## config.mk

```make
export PLATFORM = sky130hd
export DESIGN_NAME = probe_display_ctrl
export DESIGN_NICKNAME = d
export VERILOG_FILES = /design/src/rtl/probe_display_ctrl.sv
export SDC_FILE = /design/constraint.sdc
export NUM_CORES = 1
export LEC_CHECK = 0
export ABC_AREA = 1
export BUFFER_PORTS_ARGS = -buffer_cell sky130_fd_sc_hd__buf_2
export CAP_MARGIN = 15
export CORE_MARGIN = 2
export CORE_UTILIZATION = 49
export DETAILED_ROUTE_END_ITERATION = 10
export PLACE_DENSITY = 0.78
export SETUP_SLACK_MARGIN = 0.15
export SLEW_MARGIN = 10
export SYNTH_ARGS = -nofsm -noshare
export SYNTH_HDL_FRONTEND = slang
export SYNTH_SLANG_ARGS = --single-unit
```

## constraint.sdc

```tcl
create_clock -name clk -period 2.27 [get_ports clk]
set_input_delay 0.1135 -clock clk [delete_from_list [all_inputs] [get_ports clk]]
set_output_delay 0.1135 -clock clk [all_outputs]
set_load 0.1 [all_outputs]
```

## src/rtl/probe_display_ctrl.sv

```systemverilog
// probe_display_ctrl: shows one of NUM_CH probe words on NUM_DIGITS
// seven-segment digits (active-low). Two debounced pushbuttons step the
// channel and the nibble page; auto_rotate cycles through the channels.
// Optional feature macro: LEAD_ZERO_BLANK_EN (blank leading zeros on page 0).
//
// key_evt is a 1-cycle pulse per accepted press; there is no back-pressure:
// a pulse is consumed by the channel/page registers on the following edge.
module probe_display_ctrl #(
  parameter int NUM_CH        = 5,
  parameter int DATA_W        = 32,
  parameter int NUM_DIGITS    = 6,
  parameter int DEB_CYCLES    = 500000,
  parameter int ROTATE_CYCLES = 50000000,
  localparam int NPAGES = (DATA_W + 4*NUM_DIGITS - 1) / (4*NUM_DIGITS),
  localparam int CH_W   = (NUM_CH > 1) ? $clog2(NUM_CH) : 1,
  localparam int PG_W   = (NPAGES > 1) ? $clog2(NPAGES) : 1
) (
  input  logic                     clk,
  input  logic                     reset_n,
  input  logic [NUM_CH*DATA_W-1:0] probe_data,
  input  logic                     key_next_n,
  input  logic                     key_page_n,
  input  logic                     auto_rotate,
  output logic [NUM_DIGITS*7-1:0]  hex,
  output logic [CH_W-1:0]          ch_sel,
  output logic [PG_W-1:0]          page_sel,
  output logic [1:0]               key_evt
);

  localparam int NNIB  = DATA_W / 4;
  localparam int DEB_W = (DEB_CYCLES > 1) ? $clog2(DEB_CYCLES) : 1;
  localparam int ROT_W = (ROTATE_CYCLES > 1) ? $clog2(ROTATE_CYCLES) : 1;

  // Index 0 = next key, index 1 = page key (matches key_evt bit order).
  logic [1:0]       keys_n;
  logic [1:0]       sync1;
  logic [1:0]       sync2;
  logic [1:0]       deb_state;
  logic [DEB_W-1:0] deb_cnt [2];

  logic [ROT_W-1:0] rot_cnt;
  logic             rot_wrap;
  logic             next_evt;
  logic             page_evt;

  logic [DATA_W-1:0]       word;
  logic [NUM_DIGITS*7-1:0] hex_next;
  logic [3:0]              nib;
  logic                    nib_valid;
  logic [6:0]              seg;
`ifdef LEAD_ZERO_BLANK_EN
  int                      lz_top;
`endif

  assign keys_n   = {key_page_n, key_next_n};
  assign next_evt = key_evt[0];
  assign page_evt = key_evt[1];

  // Hex digit to active-low gfedcba segments.
  function automatic logic [6:0] seg7(input logic [3:0] v);
    case (v)
      4'h0: seg7 = 7'h40;  4'h1: seg7 = 7'h79;
      4'h2: seg7 = 7'h24;  4'h3: seg7 = 7'h30;
      4'h4: seg7 = 7'h19;  4'h5: seg7 = 7'h12;
      4'h6: seg7 = 7'h02;  4'h7: seg7 = 7'h78;
      4'h8: seg7 = 7'h00;  4'h9: seg7 = 7'h10;
      4'hA: seg7 = 7'h08;  4'hB: seg7 = 7'h03;
      4'hC: seg7 = 7'h46;  4'hD: seg7 = 7'h21;
      4'hE: seg7 = 7'h06;  default: seg7 = 7'h0E;
    endcase
  endfunction

  // Synchronise both keys, debounce, and pulse key_evt on a flip to pressed.
  always_ff @(posedge clk) begin
    if (!reset_n) begin
      sync1     <= 2'b11;
      sync2     <= 2'b11;
      deb_state <= 2'b11;
      key_evt   <= 2'b00;
      for (int k = 0; k < 2; k++) deb_cnt[k] <= '0;
    end else begin
      sync1   <= keys_n;
      sync2   <= sync1;
      key_evt <= 2'b00;
      for (int k = 0; k < 2; k++) begin
        if (sync2[k] == deb_state[k]) begin
          deb_cnt[k] <= '0;
        end else if (deb_cnt[k] == DEB_W'(DEB_CYCLES - 1)) begin
          deb_cnt[k]   <= '0;
          deb_state[k] <= sync2[k];
          key_evt[k]   <= ~sync2[k];
        end else begin
          deb_cnt[k] <= deb_cnt[k] + DEB_W'(1);
        end
      end
    end
  end

  // A manual next takes priority over (and restarts) the auto-rotate dwell.
  assign rot_wrap = auto_rotate && !next_evt &&
                    (rot_cnt == ROT_W'(ROTATE_CYCLES - 1));

  // Auto-rotate dwell counter.
  always_ff @(posedge clk) begin
    if (!reset_n) begin
      rot_cnt <= '0;
    end else if (!auto_rotate || next_evt || rot_wrap) begin
      rot_cnt <= '0;
    end else begin
      rot_cnt <= rot_cnt + ROT_W'(1);
    end
  end

  // Channel and page selection; a next action always returns to page 0.
  always_ff @(posedge clk) begin
    if (!reset_n) begin
      ch_sel   <= '0;
      page_sel <= '0;
    end else if (next_evt || rot_wrap) begin
      ch_sel   <= (ch_sel == CH_W'(NUM_CH - 1)) ? '0 : ch_sel + CH_W'(1);
      page_sel <= '0;
    end else if (page_evt) begin
      page_sel <= (page_sel == PG_W'(NPAGES - 1)) ? '0 : page_sel + PG_W'(1);
    end
  end

  // Select the displayed word and decode the current page into segments.
  always_comb begin
    word      = '0;
    hex_next  = '0;
    nib       = '0;
    nib_valid = 1'b0;
    seg       = 7'h7F;
    for (int c = 0; c < NUM_CH; c++) begin
      if (ch_sel == CH_W'(c)) word = probe_data[c*DATA_W +: DATA_W];
    end
`ifdef LEAD_ZERO_BLANK_EN
    lz_top = 0;
    for (int k = 0; k < NNIB; k++) begin
      if (word[4*k +: 4] != 4'h0) lz_top = k;
    end
`endif
    for (int d = 0; d < NUM_DIGITS; d++) begin
      nib       = '0;
      nib_valid = 1'b0;
      for (int k = 0; k < NNIB; k++) begin
        if (int'(page_sel) * NUM_DIGITS + d == k) begin
          nib       = word[4*k +: 4];
          nib_valid = 1'b1;
        end
      end
      seg = nib_valid ? seg7(nib) : 7'h7F;
`ifdef LEAD_ZERO_BLANK_EN
      if (page_sel == '0 && d > lz_top) seg = 7'h7F;
`endif
      hex_next[d*7 +: 7] = seg;
    end
  end

  // Registered segment outputs, blank in reset.
  always_ff @(posedge clk) begin
    if (!reset_n) begin
      hex <= {NUM_DIGITS{7'h7F}};
    end else begin
      hex <= hex_next;
    end
  end

endmodule

```

* Word level (Yosys, flattened, before mapping)
Memory sizes are Yosys's and may differ from the RTL's. A register that Yosys moved wholly into a read port is not among the register bits.
Index checks and enable logic that the tools add are counted.
W data, S select, Z words.
** Storage, ports and cells
- Register bits :: 38
- Output and inout bits :: 48
- Bits in writable memories :: 38
- ROM bits :: 672
- Input bits :: 165
- Memories :: 7
- Logic and storage cells :: 243
** Memories
- (no name shown) :: depth 16, width 7, read ports 1, clocked after memory_dff 1, wr ports 0, line 61 : case (v)
- (no name shown) :: depth 16, width 7, read ports 1, clocked after memory_dff 1, wr ports 0, line 61
- (no name shown) :: depth 16, width 7, read ports 1, clocked after memory_dff 1, wr ports 0, line 61
- (no name shown) :: depth 16, width 7, read ports 1, clocked after memory_dff 1, wr ports 0, line 61
- (no name shown) :: depth 16, width 7, read ports 1, clocked after memory_dff 1, wr ports 0, line 61
- (no name shown) :: depth 16, width 7, read ports 1, clocked after memory_dff 1, wr ports 0, line 61
- 1 more memories
** Operators by class
- Equality and inequality tests :: 47
- Bitwise logic cells :: 13
- Add/subtract/negate cells :: 10
- Reduce and logical (&&, ||, !) cells :: 32
- Mux-type cells :: 124
- Multipliers :: 1
** Operators by type and width (number)
- $eq A32 B4 Y1 const B :: 19
- $eq A32 B3 Y1 const B :: 10
- $logic_not A32 Y1 :: 6
- $mux W4 :: 44
- $eq A32 B2 Y1 const B :: 5
- $mux W32 :: 5
- $mux W19 :: 6
- $mux W1 :: 68
- $add A32 B3 Y32 const B :: 2
- $eq A31 B3 Y1 const B :: 2
- $add A19 B1 Y19 const B :: 2
- $eq A19 B19 Y1 const B :: 2
- $add A32 B2 Y32 const B :: 1
- $add A32 B4 Y32 const B :: 1
- $eq A31 B2 Y1 const B :: 1
- $add A26 B1 Y26 const B :: 1
- $eq A26 B26 Y1 const B :: 1
- $reduce_and A2 Y1 :: 8
- $logic_not A1 Y1 :: 8
- $not A1 Y1 :: 7
- $eq A3 B2 Y1 const B :: 2
- $or A1 B1 Y1 :: 6
- $reduce_or A3 Y1 :: 2
- $add A4 B3 Y5 const B :: 1
- 12 further kinds :: 17

* Longest topological paths before layout
Gate-level depths: netlist (run 1).
- Word-level depth :: 14
- Depth in mapped cells :: 19
- Gate-level depth less buffers :: 18

* Worst setup path after synthesis (run 1)
OpenSTA, ideal clock, no wires.
- Path kind :: flip-flop to flip-flop
- Start point :: register ch_sel[0]
- End point :: register hex[17]
- Clock period less this slack :: 3.126 ns
- Slack :: -0.856 ns
- Buffers on the path :: 3
- Library setup time :: 0.134 ns
- Cell stages (with the launch flop) :: 17
- Arrival :: 2.992 ns
- Cell sequence :: dfxtp_1 ha_1 ha_1 buf_2 buf_2 buf_1 nand2_1 nand2_1 inv_1 o21ai_1 nand2_1 inv_1 ha_1 inv_1 nand3_1 nand3_1 nand3_1
** On the way
- Cells in the longest elaborated chain, start to end :: 14
** RTL lines
- from (decl) :: line 25 : output logic [CH_W-1:0] ch_sel,
- from (signal assigned) :: line 120 : ch_sel <= (ch_sel == CH_W'(NUM_CH - 1)) ? '0 : ch_sel + CH_W'(1);
- $logic_not A3 Y1 :: line 135 : if (ch_sel == CH_W'(c)) word = probe_data[c*DATA_W +: DATA_W];
- $mux W32 (4 in series) :: line 135
- $mux W32 (*) :: line 135
- $mux W4 (7 in series) :: line 147 : if (int'(page_sel) * NUM_DIGITS + d == k) begin
- $mux W4 (*) :: line 147
- to (decl) :: line 24 : output logic [NUM_DIGITS*7-1:0] hex,
Mark *: on every way between the ends. The rest lies on a longest branch, timed or not.
A chain may end at the register's enable or synchronous reset.

* Final worst setup path (run 1)
- Start point :: register ch_sel[0]
- End point :: register hex[5]
** On the way
- Cells in the longest elaborated chain, start to end :: 10
** RTL lines (line)
- $logic_not A3 Y1 :: 135
- $mux W32 (4 in series) :: 135
- $mux W32 (*) :: 135
- $mux W4 (3 in series) :: 147
- $mux W4 (*) :: 147
Marks and branches as above.

==> impl_metrics.toml, run 1 <==
[grt]
grtUsageTotal = 0.287
overflow = 0
grt_pass1_vias = 8841
use_met2 = 0.506
antenna_found_initial = 8
grt_max_degree = 35
grt_use_met3 = 0.0450
grt_first_pass_wirelength_mm = 41.3
grt_use_met1 = 0.337
busiest_layer = "met2"

[floorplan]
fp.dieArea_um2 = 18000
core_area_um2 = 16600
start_util = 0.501
die_height_um = 134
die_x_um = 134
ios = 213
std_cell_rows = 47

[final_layout]
drive_above_1_share = 0.316
stdcell_count = 1830
synthToLayoutAreaGrowth_pct = 41.4
nets = 1799
fill_cells = 1382

[critical_path]
regToRegSetupSlack_ps = -20
cp_slowest_stage_delay_ps = 360
timing.rr.end = "hex[5]$_SDFF_PN1_"
crit_type = "reg2reg"
path_delay_family = "adder cells"
path_cells = "buf_4, ha_4, ha_4, o21bai_1, inv_1, nand2_1, nand2_1, nand2_1, nand3_1, nand2_2, buf_4, buf_4, ha_1, o21ai_1, nand2_1, nand2_1"
cp.required_ps = 2640
reg2reg_depth = 16
path_max_fanout = 6
crit_buf_inv = 4
arrival_ps = 2650
r2r_start = "ch_sel[0]$_SDFFE_PN0P_"
cp_slowest_cell = "dfxtp_4"
crit_path_end_kind = "register"
cp_common_cell = "nand2_1"
start_kind = "register"

[yosys]
synth_area_leaders = "dfxtp_1 (19%), nand2_1 (18%), edfxtp_1 (14%)"
synth_top_cells_by_count = "nand2_1 (399), nand3_1 (168), inv_1 (135)"
synth_flop_cell = "dfxtp_1"
netlist.area_leader.share = 0.193
syn_area_um2 = 8300
yosys_warnings = 0
ys_seq_area_frac = 0.330
ys_ff_latch = 118
ys_types = 42
yosysMostFrequentCell = "nand2_1"
synth_area_leader_cell = "dfxtp_1"
async_flop_share = 0
syn_area_per_cell_um2 = 6.51
synth_edf_count = 38
synth_cells = 1276

[power_and_ir_drop]
netSwitchingFraction = 0.316
power.switching_mw = 1.96
ir_worst_vdd_mv = 0.537
p_comb_frac = 0.208
p_per_area_nw_per_um2 = 528
p_leak_nw = 5.62
pwr-share-seq = 0.376
p_clk_frac = 0.415
intPower_mw = 4.24

[placed_design]
dp_slack_ps = 7.10
gp_congestion = 0.947
place.port_buffers = 212
detailed_place_hpwl_mm = 19.5
placed_cells = 1741

[worst_hold_path]
min_to = "deb_state[1]$_SDFFE_PN1P_"
hp-start = "reset_n"
hp-class = "in2reg"
hold_path_depth = 2

[timing]
rsz0062_at_grt = "yes"
hold_viol_final = 0
finClkSkew_ps = 9.62
final-max-slew-violation-count = 0
relSlewSlack = 0.587
report.final.setup_viol = 1
layout_setup_ws_ps = -15.6
period_needed_ps = 2290
worst_slew_pin_slew_ps = 618
period_share = 1.01
fmax_mhz = 438

[run_status]
failed_checks = "setup timing"
status = "complete, but fails checks"

[clocking]
cts_buffers = 17
clockRootBuffer = "clkbuf_16"
cts_tree = "done"
insertion_delay_ps = 420
path_clk_slew_ps = 60
clockBufferDepth = 2
cts_max_level = 4
cts.sinks = 118

[detailed_routing]
wl_per_cell_um = 14.9
drt_pass1_iterations = 7
via_per_inst = 5.16
ant_nets = 0
totalWireLength_mm = 27.3
drt_iter0_markers = 480
drc = 0
dr_total_vias = 9443

[run]
max_cap_violations = 0
-- worst register-to-register path: cells and delay by family, from the launching register on --
kind / cells / cell delay, ps
AND/OR/NAND/NOR: 7 / 520
buffers and inverters: 4 / 500
adder cells (fa/ha/maj): 3 / 540
AO/OA/AOI/OAI: 2 / 310
flip-flops: 1 / 360
-- stage by stage --
stage | util | power, mW | hold WS [ps] | area [um2] | setup TNS (ps)
floorplan | - | 3.21 | 220 | 8870 | -23.0
global placement | 0.618 | 3.54 | 299 | 10200 | 0
detailed placement | 0.618 | 3.54 | 304 | 10200 | 0
CTS | 0.673 | 6.13 | 47.7 | 11200 | 0
global route | 0.708 | 6.42 | 71.3 | 11700 | -902
finish | 0.708 | 6.19 | 67.9 | 11700 | -15.6
-- repair_timing --
item | in CTS | in global routing
hold buffers | 2 | 0
buffers inserted | 14 | 26
cloned | 3 | 4
endpoints found under the setup margin | 28 | 75
pin swaps | 27 | 39
hold endpoints to repair | 2 | 0
resized for setup | 33 | 82
-- power groups by stage --
stage,logic [mW],clock network (mW),registers (mW)
floorplan,0.403,0,2.81
global placement,1.16,0,2.37
detailed placement,1.17,0,2.37
CTS,1.21,2.60,2.33
global route,1.38,2.71,2.34
finish,1.29,2.57,2.33
-- final cells by class --
type                    count  area (um2)  area share
repair buffers            293        1860       0.158
clock buffers              20         468      0.0399
diodes                      8        20.0     0.00171
clock inverters            12         103     0.00874
flip-flops and latches    118        2760       0.235
multi-input cells         998        5600       0.477
well taps                 220         275      0.0235
inverters                 161         662      0.0564
-- sequential cells by signal, summed over array words and instances, names as in the netlist --
signal and flops:
hex 42, deb_cnt 38, rot_cnt 26, ch_sel 3, deb_state 2, key_evt 2, sync1 2, sync2 2
page_sel 1
-- cells in the final DEF (no fill, tap or decap), types with 33 or more instances in the layout --
cell | netlist | routed
nor2_1 | 125 | 118
a21oi_1 | 38 | 37
inv_1 | 135 | 118
nor3_1 | 34 | 33
dfxtp_1 | 80 | 75
buf_4 | 8 | 63
nand2_2 | 10 | 33
conb_1 | 1 | 38
nand2_1 | 399 | 359
buf_2 | 17 | 212
nand3_1 | 168 | 136
edfxtp_1 | 38 | 38
-- layer usage --
metal / part of all wire / routed length [um]
met1: 0.39 / 10700
met2: 0.49 / 13500
met3: 0.063 / 1730
met4: 0.050 / 1380
met5: 0 / 0
-- kinds of logic (layout without fill, tap and decap cells) --
kind of cell,after synthesis,count (layout),share of synthesized area
AND/OR/NAND/NOR,797,799,0.416
buffers and inverters,199,486,0.0980
flip-flops,118,118,0.330
AO/OA/AOI/OAI,99,99,0.0692
adder cells (fa/ha/maj),45,45,0.0678
XOR/XNOR,16,16,0.0169
other,1,46,0.000452
multiplexers,1,1,0.00121
-- worst max path at each step --
stage                                 from            endpoint  depth (start not counted)
floorplan           ch_sel[0]$_SDFFE_PN0P_   hex[1]$_SDFF_PN1_                         18
global placement    ch_sel[1]$_SDFFE_PN0P_   hex[8]$_SDFF_PN1_                         17
detailed placement  ch_sel[1]$_SDFFE_PN0P_  hex[10]$_SDFF_PN1_                         18
CTS                 ch_sel[1]$_SDFFE_PN0P_   hex[8]$_SDFF_PN1_                         17
global route        ch_sel[0]$_SDFFE_PN0P_   hex[5]$_SDFF_PN1_                         16
finish              ch_sel[0]$_SDFFE_PN0P_   hex[5]$_SDFF_PN1_                         16
Note: power is estimated with default switching activity, not from simulation.
==> inputs of run 2 (changes only) <==
--- a/config.mk
+++ b/config.mk
@@ -5,13 +5,13 @@
 export SDC_FILE = /design/constraint.sdc
 export NUM_CORES = 1
 export LEC_CHECK = 0
-export ABC_AREA = 1
 export BUFFER_PORTS_ARGS = -buffer_cell sky130_fd_sc_hd__buf_2
 export CAP_MARGIN = 15
+export CORE_ASPECT_RATIO = 0.8
 export CORE_MARGIN = 2
-export CORE_UTILIZATION = 49
+export CORE_UTILIZATION = 48
 export DETAILED_ROUTE_END_ITERATION = 10
-export PLACE_DENSITY = 0.78
+export PLACE_DENSITY = 0.77
 export SETUP_SLACK_MARGIN = 0.15
 export SLEW_MARGIN = 10
 export SYNTH_ARGS = -nofsm -noshare
==> impl_metrics.toml, run 2 <==
[timing]
hold_viol_final = 0
worst_slew_pin_slew_ps = 835
layout_setup_ws_ps = -344
final.setup.tns_ps = -9270
finClkSkew_ps = 9.93
rsz0062_at_grt = "yes"
period_share = 1.15
final-max-slew-violation-count = 0
report.final.setup_viol = 42
period_needed_ps = 2610
fmax_mhz = 383
relSlewSlack = 0.443
fin_hold_ws_ps = 127

[floorplan]
ios = 213
fp.dieArea_um2 = 16800
core_area_um2 = 15600
std_cell_rows = 41
die_height_um = 116
die_x_um = 144
start_util = 0.485

[power_and_ir_drop]
p_comb_frac = 0.224
netSwitchingFraction = 0.323
intPower_mw = 4.43
total_power_mw = 6.54
pwr-share-seq = 0.356
p_leak_nw = 5.13
p_clk_frac = 0.421
ir_worst_vdd_mv = 0.425
p_per_area_nw_per_um2 = 538
power.switching_mw = 2.11

[yosys]
synth_area_leader_cell = "dfxtp_1"
netlist.area_leader.share = 0.212
synth_cells = 852
synth_edf_count = 38
yosysMostFrequentCell = "nor2_1"
synth_flop_cell = "dfxtp_1"
ys_ff_latch = 118
ys_seq_area_frac = 0.362
syn_area_per_cell_um2 = 8.88
synth_top_cells_by_count = "nor2_1 (92), dfxtp_1 (80), nand2_1 (75)"
syn_area_um2 = 7570
ys_types = 70
yosys_warnings = 0
synth_area_leaders = "dfxtp_1 (21%), edfxtp_1 (15%), ha_1 (7.4%)"
async_flop_share = 0

[grt]
grtUsageTotal = 0.317
grt_pass1_vias = 8133
overflow = 0
grt_first_pass_wirelength_mm = 41.1
antenna_found_initial = 5
grt_max_degree = 27

[run_status]
status = "complete, but fails checks"
failed_checks = "setup timing"

[clocking]
cts.sinks = 118
cts_buffers = 17
clockBufferDepth = 2
cts_max_level = 4
path_clk_slew_ps = 70
cts_tree = "done"
insertion_delay_ps = 430
clockRootBuffer = "clkbuf_16"

[critical_path]
crit_type = "reg2reg"
cp_common_cell = "ha_4"
cp_slowest_cell = "dfxtp_4"
cp_slowest_stage_delay_ps = 380
cp.required_ps = 2550
arrival_ps = 2890
crit_buf_inv = 2
path_delay_family = "compound AO/OA/AOI/OAI gates"
path_cells = "ha_4, ha_4, or2_4, buf_12, a221o_1, a21oi_4, nor2_4, buf_6, a2111oi_4, a31oi_1"
crit_path_end_kind = "register"
path_max_fanout = 7
start_kind = "register"

[detailed_routing]
drt_iter0_markers = 864
totalWireLength_mm = 30.0
ant_nets = 0
drc = 0
drt_pass1_iterations = 6
via_per_inst = 5.81
dr_total_vias = 8692
wl_per_cell_um = 20.0

[placed_design]
place.port_buffers = 212
dp_slack_ps = -385
detailed_place_hpwl_mm = 18.8
dpl_cell_area_um2 = 10100
placed_cells = 1403
gp_congestion = 1.05

[final_layout]
regMostFlops = "hex"
synthToLayoutAreaGrowth_pct = 60.7
fill_cells = 966
final_common_cell = "buf_2"
final_util = 0.780
nets = 1472
stdcell_count = 1495
finalInstanceArea_um2 = 12200
largestRegisters = "hex x42, deb_cnt x38, rot_cnt x26"
final_cell_mix = "buf_2 (213), buf_4 (136), nor2_1 (87), dfxtp_1 (76), nand2_1 (70)"
largest_register_ffs = 42
drive_above_1_share = 0.475

[worst_hold_path]
hp-class = "in2reg"

[run]
max_cap_violations = 0
[run 2: changes by cell type after synthesis, moves of 18 or more]
cell	previous run	this run
nand3_1	168	32
inv_1	135	32
o221ai_1	0	25
mux2i_1	1	34
xnor2_1	4	22
nand2_1	399	75
xor2_1	12	36
nor3_1	34	15
nor2_1	125	92
[run 2: area by class of cell]
class / instances / area, um2 / area share
clock buffer: 17 / 425 / 0.0350
inverter: 33 / 136 / 0.0112
multi-input combinational: 689 / 5590 / 0.459
timing repair buffer: 403 / 2810 / 0.231
sequential: 118 / 2760 / 0.227
antenna: 5 / 12.5 / 0.00103
clock inverter: 15 / 163 / 0.0134
tap: 215 / 269 / 0.0221
[run 2: path summary, 6_finish.rpt]
path	start	to	slack [ps]	cells after the start
setup / recovery	ch_sel[1]$_SDFFE_PN0P_	hex[3]$_SDFF_PN1_	-340	10
hold / removal	reset_n	deb_state[0]$_SDFFE_PN1N_	130	3
setup reg to reg	ch_sel[1]$_SDFFE_PN0P_	hex[3]$_SDFF_PN1_	-340	10
hold reg to reg	sync1[0]$_SDFF_PN1_	sync2[0]$_SDFF_PN1_	420	1
[run 2: layer usage]
| layer | GRT usage | vias up | wire length (um) |
|---|---|---|---|
| met5 | 0 | - | 0 |
| met4 | 0.155 | 0 | 1870 |
| met3 | 0.0832 | 165 | 2630 |
| met2 | 0.528 | 551 | 14200 |
| met1 | 0.386 | 4080 | 11300 |
| li1 | - | 3896 | - |
[run 2: timing repair]
action,4_1_cts,5_1_grt
hold buffers,3,0
buffers inserted,29,17
gates cloned,5,1
hold endpoints to repair,3,0
gates resized for setup,107,105
pin swaps,49,57
setup endpoints to repair,42,49
[run 2: power groups by stage]
stage                     logic, mW  clock network (mW)  registers [mW]
final                          1.46                2.75            2.33
after global placement         1.22                   0            2.37
after detailed placement       1.23                   0            2.37
after CTS                      1.34                2.75            2.33
after global routing           1.53                2.86            2.34
after floorplan               0.364                   0            2.82
[run 2: cells by family (layout without fill, tap and decap cells)]
logic type | Yosys count | in the layout | share of synthesized area
other cells | 1 | 43 | 0.000496
compound gates | 183 | 183 | 0.172
mux | 44 | 44 | 0.0618
flops | 118 | 118 | 0.362
xor+xnor | 58 | 58 | 0.0671
simple gates | 320 | 321 | 0.210
fa+ha+maj | 45 | 45 | 0.0744
buf+inv | 83 | 468 | 0.0516
[run 2: worst register-to-register path: stages (launching register included)]
cell,delay [ps]
dfxtp_4,380
ha_4,170
ha_4,180
or2_4,280
buf_12,160
a221o_1,340
a21oi_4,290
nor2_4,90
buf_6,140
a2111oi_4,320
a31oi_1,130
==> inputs of run 3 (changes only) <==
--- a/config.mk
+++ b/config.mk
@@ -12,7 +12,9 @@
 export CORE_UTILIZATION = 48
 export DETAILED_ROUTE_END_ITERATION = 10
 export PLACE_DENSITY = 0.77
+export RECOVER_POWER = 100
 export SETUP_SLACK_MARGIN = 0.15
+export SKIP_LAST_GASP = 1
 export SLEW_MARGIN = 10
 export SYNTH_ARGS = -nofsm -noshare
 export SYNTH_HDL_FRONTEND = slang
==> impl_metrics.toml, run 3 (synthesized netlist as in run 2, its figures left out) <==
[timing]
hold_viol_final = 0
layout_setup_ws_ps = -370
relSlewSlack = 0.152
period_share = 1.16
final.setup.tns_ps = -8240
finClkSkew_ps = 13.0
period_needed_ps = 2640
final-max-slew-violation-count = 0
rsz0062_at_grt = "yes"
worst_slew_pin_slew_ps = 1280
fmax_mhz = 379
report.final.setup_viol = 42

[final_layout]
synthToLayoutAreaGrowth_pct = 58.6
multiInputGateArea_um2 = 5530
nets = 1472
fill_cells = 1041
drive_above_1_share = 0.429
stdcell_count = 1496
regMostFlops = "hex"
final_cell_mix = "buf_2 (165), buf_4 (134), nor2_1 (87), dfxtp_1 (76), nand2_1 (71)"
largest_register_ffs = 42
ff_latch_area_um2 = 2760
final_common_cell = "buf_2"
largestRegisters = "hex x42, deb_cnt x38, rot_cnt x26"

[placed_design]
placed_cells = 1403
gp_congestion = 1.05
detailed_place_hpwl_mm = 18.8
place.port_buffers = 212
dp_slack_ps = -385

[detailed_routing]
dr_total_vias = 8640
wl_per_cell_um = 19.7
totalWireLength_mm = 29.5
ant_nets = 0
via_per_inst = 5.78
drt_pass1_iterations = 5
drc = 0
drt_iter0_markers = 743

[clocking]
cts_max_level = 4
cts.sinks = 118
cts_buffers = 17
cts_tree = "done"
clockRootBuffer = "clkbuf_16"
clockBufferDepth = 2
path_clk_slew_ps = 70
insertion_delay_ps = 430

[critical_path]
path_delay_family = "compound AO/OA/AOI/OAI gates"
regToRegSetupSlack_ps = -370
start_kind = "register"
cp_slowest_cell = "dfxtp_4"
crit_type = "reg2reg"
path_cells = "ha_4, ha_4, or2_4, buf_12, a221o_1, a21oi_4, nor2_4, buf_4, a2111oi_4, a31oi_1"
cp_common_cell = "ha_4"
arrival_ps = 2910
r2r_start = "ch_sel[1]$_SDFFE_PN0P_"
cp_slowest_stage_delay_ps = 380
reg2reg_depth = 10
crit_path_end_kind = "register"
cp.required_ps = 2540
path_max_fanout = 7
timing.rr.end = "hex[3]$_SDFF_PN1_"
crit_buf_inv = 2
cp.depth = 10

[power_and_ir_drop]
netSwitchingFraction = 0.322
p_per_area_nw_per_um2 = 541
power.switching_mw = 2.09
p_clk_frac = 0.421
ir_worst_vdd_mv = 0.407
pwr-share-seq = 0.359
intPower_mw = 4.41
p_comb_frac = 0.221
total_power_mw = 6.50
p_leak_nw = 4.98

[worst_hold_path]
hold_path_depth = 3
min_to = "deb_state[0]$_SDFFE_PN1N_"
hp-class = "in2reg"
hp-start = "reset_n"

[grt]
antenna_found_initial = 3
overflow = 0
grt_pass1_vias = 8164
grt_first_pass_wirelength_mm = 41.4
grtUsageTotal = 0.319
grt_max_degree = 27

[floorplan]
die_x_um = 144
std_cell_rows = 41
start_util = 0.485
ios = 213
die_height_um = 116
fp.dieArea_um2 = 16800
core_area_um2 = 15600

[run_status]
status = "complete, but fails checks"
failed_checks = "setup timing"

[run]
max_cap_violations = 0
==> run 3: worst min-delay path, delay by kind of cell <==
family | cells | cell delay (ps)
buffers and inverters | 2 | 320
and+or+nand+nor | 1 | 80
==> run 3: final cells by class <==
type                            count  area share
Multi-Input combinational cell    689       0.461
Clock inverter                     15      0.0136
Timing Repair Buffer              403       0.225
Clock buffer                       17      0.0354
Inverter                           33      0.0114
Antenna cell                        6     0.00125
Sequential cell                   118       0.230
Tap cell                          215      0.0224
==> run 3: what timing repair did <==
| action | 4_1_cts | 5_1_grt |
|---|---|---|
| pin swaps | 49 | 53 |
| buffers inserted | 29 | 17 |
| gates resized for setup | 103 | 103 |
| endpoints found under the setup margin | 42 | 49 |
| hold endpoints to repair | 3 | 0 |
| hold buffers | 3 | 0 |
| gates cloned | 5 | 1 |
==> run 3: layer usage <==
metal	global-route usage	routed length [um]
met5	0	0
met4	0.149	1620
met3	0.0832	2340
met2	0.536	14100
met1	0.386	11400
==> run 3: power by group through the flow <==
stage,Sequential (mW),Combinational [mW],Clock (mW)
2_1_floorplan,2.82,0.364,0
3_3_place_gp,2.37,1.22,0
3_5_place_dp,2.37,1.23,0
4_1_cts,2.33,1.33,2.75
5_1_grt,2.34,1.50,2.85
6_report,2.33,1.43,2.73
==> run 3: worst max-delay path by stage <==
stage | start | to | slack (ps)
2_1_floorplan | ch_sel[2]$_SDFFE_PN0P_ | hex[24]$_SDFF_PN1_ | -600
3_3_place_gp | ch_sel[0]$_SDFFE_PN0P_ | hex[3]$_SDFF_PN1_ | -340
3_5_place_dp | ch_sel[0]$_SDFFE_PN0P_ | hex[0]$_SDFF_PN1_ | -390
4_1_cts | ch_sel[0]$_SDFFE_PN0P_ | hex[31]$_SDFF_PN1_ | -220
5_1_grt | ch_sel[1]$_SDFFE_PN0P_ | hex[38]$_SDFF_PN1_ | -450
6_report | ch_sel[1]$_SDFFE_PN0P_ | hex[3]$_SDFF_PN1_ | -370
==> run 3: metrics by stage <==
stage	area (um2)	hold slack [ps]	util
finish	12000	129	0.770
detailed placement	10100	303	0.648
global route	12000	124	0.769
global placement	10100	299	0.648
CTS	11500	123	0.737
floorplan	8000	190	-
